## src/rtl/loader_pkg.sv

```systemverilog
// ---------------------------------------------------------------------------
// loader_pkg
// Shared definitions for the program loader: loader FSM state encoding,
// instruction/address geometry and the number of stream bytes per word.
// No ports (package).
// ---------------------------------------------------------------------------
package loader_pkg;

  localparam int INSTR_W        = 23;
  localparam int ADDR_W         = 6;
  localparam int MAX_WORDS      = 64;
  localparam int BYTES_PER_WORD = 3;

  typedef enum logic [3:0] {
    S_IDLE,
    S_LEN,
    S_B0,
    S_B1,
    S_B2,
    S_WR,
    S_CHK,
    S_STRT,
    S_ERR
  } state_t;

endpackage

```

## src/rtl/byte_packer.sv

```systemverilog
// ---------------------------------------------------------------------------
// byte_packer
// Collects the three big-endian bytes of one instruction word. The first two
// bytes live in a shift register; the packed word is presented combinationally
// together with the third byte so the owner can capture it on that transfer.
//
// Ports:
//   clk       in  1        rising-edge clock
//   reset     in  1        asynchronous active-high reset
//   shift     in  1        a data byte is being accepted this cycle
//   first     in  1        the byte on byte_in is b0 of a word
//   byte_in   in  8        stream byte
//   word      out 23       {b0[6:0], b1, byte_in}, valid while b2 is on byte_in
//   bad_lead  out 1        b0 has its top bit set (not a legal instruction)
// ---------------------------------------------------------------------------
module byte_packer
  import loader_pkg::*;
(
  input  logic               clk,
  input  logic               reset,
  input  logic               shift,
  input  logic               first,
  input  logic [7:0]         byte_in,
  output logic [INSTR_W-1:0] word,
  output logic               bad_lead
);

  // Holds b0[6:0] and b1 once both have been shifted in; b0[7] falls off the top.
  localparam int SH_W = (BYTES_PER_WORD - 1) * 8 - 1;

  logic [SH_W-1:0] sh;

  // Shift every accepted data byte in from the bottom.
  always_ff @(posedge clk or posedge reset) begin
    if (reset) begin
      sh <= '0;
    end else if (shift) begin
      sh <= {sh[SH_W-9:0], byte_in};
    end
  end

  assign word     = {sh, byte_in};
  assign bad_lead = first & byte_in[7];

endmodule

```

## src/rtl/program_loader.sv

```systemverilog
// ---------------------------------------------------------------------------
// program_loader
// Receives a program as a byte stream (length byte, then 3 bytes per word,
// optionally a trailing XOR checksum) and writes each 23-bit word into the
// core's program memory from address 0 upward, then pulses start.
//
// Optional feature macro: LOADER_CHECKSUM_EN
//   defined   -> a checksum byte (XOR of all data bytes) follows the data and
//                must match before start is issued.
//   undefined -> the last write goes straight to the start pulse.
//
// Ports:
//   clk         in  1       rising-edge clock
//   reset       in  1       asynchronous active-high reset
//   load_req    in  1       begin a load (honoured in IDLE and ERR)
//   byte_in     in  8       stream byte
//   byte_valid  in  1       byte_in is valid
//   byte_ready  out 1       loader accepts a byte this cycle
//   program_in  out 23      instruction word for program memory
//   address     out ADDR_W  program memory write address
//   write       out 1       program memory write strobe
//   start       out 1       one-cycle pulse after a successful load
//   busy        out 1       high except in IDLE and ERR
//   err         out 1       sticky error flag
// ---------------------------------------------------------------------------
module program_loader #(
  parameter int MAX_WORDS = 64,
  parameter int ADDR_W    = 6
) (
  input  logic                          clk,
  input  logic                          reset,
  input  logic                          load_req,
  input  logic [7:0]                    byte_in,
  input  logic                          byte_valid,
  output logic                          byte_ready,
  output logic [loader_pkg::INSTR_W-1:0] program_in,
  output logic [ADDR_W-1:0]             address,
  output logic                          write,
  output logic                          start,
  output logic                          busy,
  output logic                          err
);

  import loader_pkg::*;

  localparam logic [8:0] MAX_LEN = 9'(MAX_WORDS);

  state_t state, next_state;

  logic               accept;
  logic               data_byte;
  logic               len_bad;
  logic [ADDR_W:0]    cnt;
  logic [ADDR_W:0]    cnt_next;
  logic [ADDR_W:0]    num_words;
  logic [INSTR_W-1:0] packed_word;
  logic               bad_lead;

`ifdef LOADER_CHECKSUM_EN
  logic [7:0]         csum;
`endif

  assign accept    = byte_valid & byte_ready;
  assign data_byte = (state == S_B0) || (state == S_B1) || (state == S_B2);
  assign len_bad   = (byte_in == 8'd0) || ({1'b0, byte_in} > MAX_LEN);
  assign cnt_next  = cnt + 1'b1;

  byte_packer u_packer (
    .clk      (clk),
    .reset    (reset),
    .shift    (accept & data_byte),
    .first    (state == S_B0),
    .byte_in  (byte_in),
    .word     (packed_word),
    .bad_lead (bad_lead)
  );

  // State register.
  always_ff @(posedge clk or posedge reset) begin
    if (reset) begin
      state <= S_IDLE;
    end else begin
      state <= next_state;
    end
  end

  // Next-state and handshake/strobe outputs. Every output is a pure function
  // of the state so reset clears them all immediately.
  always_comb begin
    next_state = state;
    byte_ready = 1'b0;
    write      = 1'b0;
    start      = 1'b0;
    busy       = 1'b1;
    err        = 1'b0;
    case (state)
      S_IDLE: begin
        busy = 1'b0;
        if (load_req) next_state = S_LEN;
      end
      S_LEN: begin
        byte_ready = 1'b1;
        if (byte_valid) next_state = len_bad ? S_ERR : S_B0;
      end
      S_B0: begin
        byte_ready = 1'b1;
        if (byte_valid) next_state = bad_lead ? S_ERR : S_B1;
      end
      S_B1: begin
        byte_ready = 1'b1;
        if (byte_valid) next_state = S_B2;
      end
      S_B2: begin
        byte_ready = 1'b1;
        if (byte_valid) next_state = S_WR;
      end
      S_WR: begin
        write = 1'b1;
        if (cnt_next < num_words) begin
          next_state = S_B0;
        end else begin
`ifdef LOADER_CHECKSUM_EN
          next_state = S_CHK;
`else
          next_state = S_STRT;
`endif
        end
      end
      S_CHK: begin
`ifdef LOADER_CHECKSUM_EN
        byte_ready = 1'b1;
        if (byte_valid) next_state = (byte_in == csum) ? S_STRT : S_ERR;
`else
        next_state = S_IDLE;
`endif
      end
      S_STRT: begin
        start      = 1'b1;
        next_state = S_IDLE;
      end
      S_ERR: begin
        busy = 1'b0;
        err  = 1'b1;
        if (load_req) next_state = S_LEN;
      end
      default: next_state = S_IDLE;
    endcase
  end

  // Length/counter/output registers. program_in and address are captured on
  // the b2 transfer so they are stable throughout WR and hold afterwards.
  always_ff @(posedge clk or posedge reset) begin
    if (reset) begin
      cnt        <= '0;
      num_words  <= '0;
      program_in <= '0;
      address    <= '0;
    end else begin
      case (state)
        S_LEN: begin
          if (accept && !len_bad) begin
            num_words <= byte_in[ADDR_W:0];
            cnt       <= '0;
            address   <= '0;
          end
        end
        S_B2: begin
          if (accept) begin
            program_in <= packed_word;
            address    <= cnt[ADDR_W-1:0];
          end
        end
        S_WR: begin
          cnt <= cnt_next;
        end
        default: ;
      endcase
    end
  end

`ifdef LOADER_CHECKSUM_EN
  // Running XOR of every data byte; the length byte only restarts it.
  always_ff @(posedge clk or posedge reset) begin
    if (reset) begin
      csum <= '0;
    end else if (state == S_LEN && accept) begin
      csum <= '0;
    end else if (accept && data_byte) begin
      csum <= csum ^ byte_in;
    end
  end
`endif

endmodule
```

## config.mk

```make
export PLATFORM = sky130hd
export DESIGN_NAME = program_loader
export DESIGN_NICKNAME = d
export VERILOG_FILES = /design/src/rtl/loader_pkg.sv /design/src/rtl/byte_packer.sv /design/src/rtl/program_loader.sv
export SDC_FILE = /design/constraint.sdc
export NUM_CORES = 1
export LEC_CHECK = 0
export ABC_AREA = 1
export BUFFER_PORTS_ARGS = -buffer_cell sky130_fd_sc_hd__buf_2
export CAP_MARGIN = 20
export CELL_PAD_IN_SITES_DETAIL_PLACEMENT = 2
export CELL_PAD_IN_SITES_GLOBAL_PLACEMENT = 2
export CORE_MARGIN = 3
export CORE_UTILIZATION = 37
export DETAILED_ROUTE_END_ITERATION = 7
export GPL_ROUTABILITY_DRIVEN = 0
export PLACE_DENSITY_LB_ADDON = 0.12
export SLEW_MARGIN = 20
export SYNTH_ARGS = -nofsm -noshare
export SYNTH_HDL_FRONTEND = slang
export SYNTH_SLANG_ARGS = --single-unit
```

## constraint.sdc

```tcl
create_clock -name clk -period 4.2 [get_ports clk]
set_input_delay 0.21 -clock clk [delete_from_list [all_inputs] [get_ports clk]]
set_output_delay 0.21 -clock clk [all_outputs]
set_load 0.02 [all_outputs]
```

==> flow_metrics.tcl <==
set metrics [dict create \
    outcome "finished, final reports clean" \
    vias 2317 \
    critical_path.slowest_cell "dfrtp_1" \
    die-area_sq_um 8955 \
    cts_root_buf "clkbuf_8" \
    core.rowCount 31 \
    first_pass_iters 4 \
    multiInputGateArea_sq_um 1131 \
    dp_hpwl_mm 5.092 \
    synth_warnings 0 \
    h-tree-depth 3 \
    tns_ns 0 \
    coreArea_sq_um 7447 \
    finalCritPeriodShare 0.5181 \
    cts_setup_buffers 0 \
    slew_violations 0 \
    worstSkewPairLatency_ns 0.34 \
    crit_top_cell "nand2_1" \
    io_buffers 45 \
    fin_ws_ns 2.024 \
    clock-sinks 62 \
    setup_viol 0 \
    hold_violations 0 \
    cts_resized 0 \
    synth_top_area_frac 0.5338 \
    start_util 0.3903 \
    cp.required_ns 4.43 \
    power.total_mw 2.578 \
    path_buf_inv 0 \
    tightestPinTransition_ns 0.8942 \
    synth.most_common_cell "nand2_1" \
    synth_edf_count 0 \
    cp-end-kind "flop" \
    synth.area.top_cells "dfrtp_1, nand2_1, o21ai_0" \
    path_clk_slew_ns 0.07 \
    routed_wl_mm 7.517 \
    syn_area_per_cell_sq_um 9.083 \
    synth-seq-cells 62 \
    worstPathMaxFanout 6 \
    fin_worst_skew_ns 0.007348 \
    fin_util 0.4603 \
    syn_nets 339 \
    ios 46 \
    critPathTopFamily "simple AND/OR/NAND/NOR gates" \
    hold_class "input pin to asynchronous set/reset pin" \
    ant_nets 0 \
    synth.distinct_cells 33 \
    wl_per_cell_microns 15.99 \
    max_freq_ghz 0.4595 \
    fp.dieW_microns 94.63 \
    power.density_nw_per_um2 752.1 \
    crit_type "flop to flop" \
    crit_arrival_ns 2.40 \
    synth_top_cell_by_area "dfrtp_1" \
    drive_gt1_frac 0.2399 \
    layout.nets 385 \
    cts_hold_buf 0 \
    syn_inst 320 \
    rsz0062_at_grt "no" \
    critPathLaunchType "flop" \
    cts_inserted_buffers 9 \
    max-vdd-ir-drop_v 0.0002671 \
    async_reset_ff_frac 1.000 \
    areaGrowthSynthToFinish_pct 17.95 \
    ys_top_cells_by_count "nand2_1, dfrtp_1, inv_1, o21ai_0, nand3_1" \
    seqCellArea_sq_um 1551 \
    path_cells "ha_1, nand3_1, nor2_1, nand2_1, xnor2_1, ha_1, a21o_1, nor2_1, nand2_1, nand2_1, nand2_1, nand2_1, nand2_1" \
    grt_pass1_vias 2563 \
    cts_tree "done" \
    pre_cts_ws_ns 2.045 \
    syn-cell-area_sq_um 2907 \
    grt_antenna_before_repair 0 \
    antennaDiodeCount 0 \
    cp_slowest_stage_delay_ns 0.43 \
    period_needed_ns 2.176 \
    ys.flop_type "dfrtp_1" \
    drv_cap 0 \
    grt_pass1_wl_mm 12.97 \
    drt_iter0_drc 98 \
    clock_path_buffers 2 \
    via_per_inst 4.930 \
    synth-seq-area-share 0.5338 \
    drc 0 \
    grt_max_degree 63 \
    nFillCells 864 \
    relSlewSlack 0.4024 \
    fp.dieH_microns 94.63 \
    grt_overflow 0 \
    p_leak_nw 1.902 \
    grtUsageTotal 0.1912 \
]
==> kinds of logic (layout without fill, tap and decap cells) <==
family / Yosys count / count (layout) / synth area share
buf+inv: 48 / 99 / 0.07706
simple gates: 145 / 145 / 0.2191
xor+xnor: 5 / 5 / 0.01507
fa+ha+maj: 7 / 7 / 0.03013
compound gates: 45 / 45 / 0.08868
flops: 62 / 62 / 0.5338
mux: 8 / 8 / 0.03616
==> final timing paths <==
check                             endpoint  cells past startpoint  slack (ns)             from
setup / recovery                  state[2]                     13        2.02           cnt[0]
hold / removal               program_in[7]                      3        0.08            reset
setup reg to reg                  state[2]                     13        2.02           cnt[0]
hold reg to reg            u_packer.sh[10]                      2        0.48  u_packer.sh[10]
max in group asynchronous       address[0]                      3        3.60            reset
min in group clk              num_words[3]                      3        0.19       byte_in[3]
==> layer usage <==
layer  vias up  global-route usage  wire (microns)
met5         -                   0               0
met1      1157              0.2394            3308
met3         9             0.03745             189
met2        38              0.3241            3918
met4         0             0.07572             100
li1       1113                   -               -
==> state kept, by name (all words and copies together), names as in the netlist <==
register / count
u_packer.sh: 15
cnt: 7
num_words: 7
address: 6
program_in: 23
state: 4
==> stage by stage <==
| stage | area [sq um] | instances | hold WS (ns) |
|---|---|---|---|
| floorplan | 2907 | 320 | 0.3977 |
| global placement | 3183 | 454 | 0.4619 |
| detailed placement | 3183 | 454 | 0.4707 |
| CTS | 3428 | 470 | 0.1244 |
| global route | 3428 | 470 | 0.1434 |
| finish | 3428 | 470 | 0.08444 |
==> tightest hold or removal path: stages <==
cell and delay, ns:
buf_2 0.10, inv_2 0.03, buf_4 0.60
==> where the power goes <==
group / internal, mW / switching, mW
clock network: 0.397 / 0.258
logic: 0.330 / 0.605
registers: 0.819 / 0.168
==> area by class of cell <==
| type | count | area share |
|---|---|---|
| Clock buffer | 9 | 0.03613 |
| Clock inverter | 7 | 0.03540 |
| Inverter | 37 | 0.04197 |
| Multi-Input combinational cell | 210 | 0.3299 |
| Sequential cell | 62 | 0.4526 |
| Tap cell | 99 | 0.03613 |
| Timing Repair Buffer | 46 | 0.06788 |
==> placed cells by master (no fill, tap or decap) <==
cell type	netlist	final
buf_4	1	1
mux2_4	4	4
xnor2_1	1	1
and3_2	1	1
inv_6	0	1
nand2_1	99	99
nand3_2	1	1
xor2_1	4	4
inv_2	2	3
nor2_4	2	2
a21oi_1	3	3
nor4_1	1	1
ha_1	7	7
buf_2	4	45
o211ai_1	1	1
nand2_2	1	1
nor2_1	10	10
clkinv_1	1	1
nand3_1	24	24
or2_2	1	1
dfrtp_1	62	62
nand2_4	1	1
nand4_1	1	1
clkinv_2	0	1
bufinv_16	0	3
o21ai_0	32	32
o21ai_2	7	7
inv_1	33	32
nor3_1	2	2
mux2_2	4	4
a31oi_1	1	1
a21o_1	1	1
nand4_4	1	1
clkinv_4	1	3
clkbuf_8	0	9
Power figures use the tool's default switching activity.
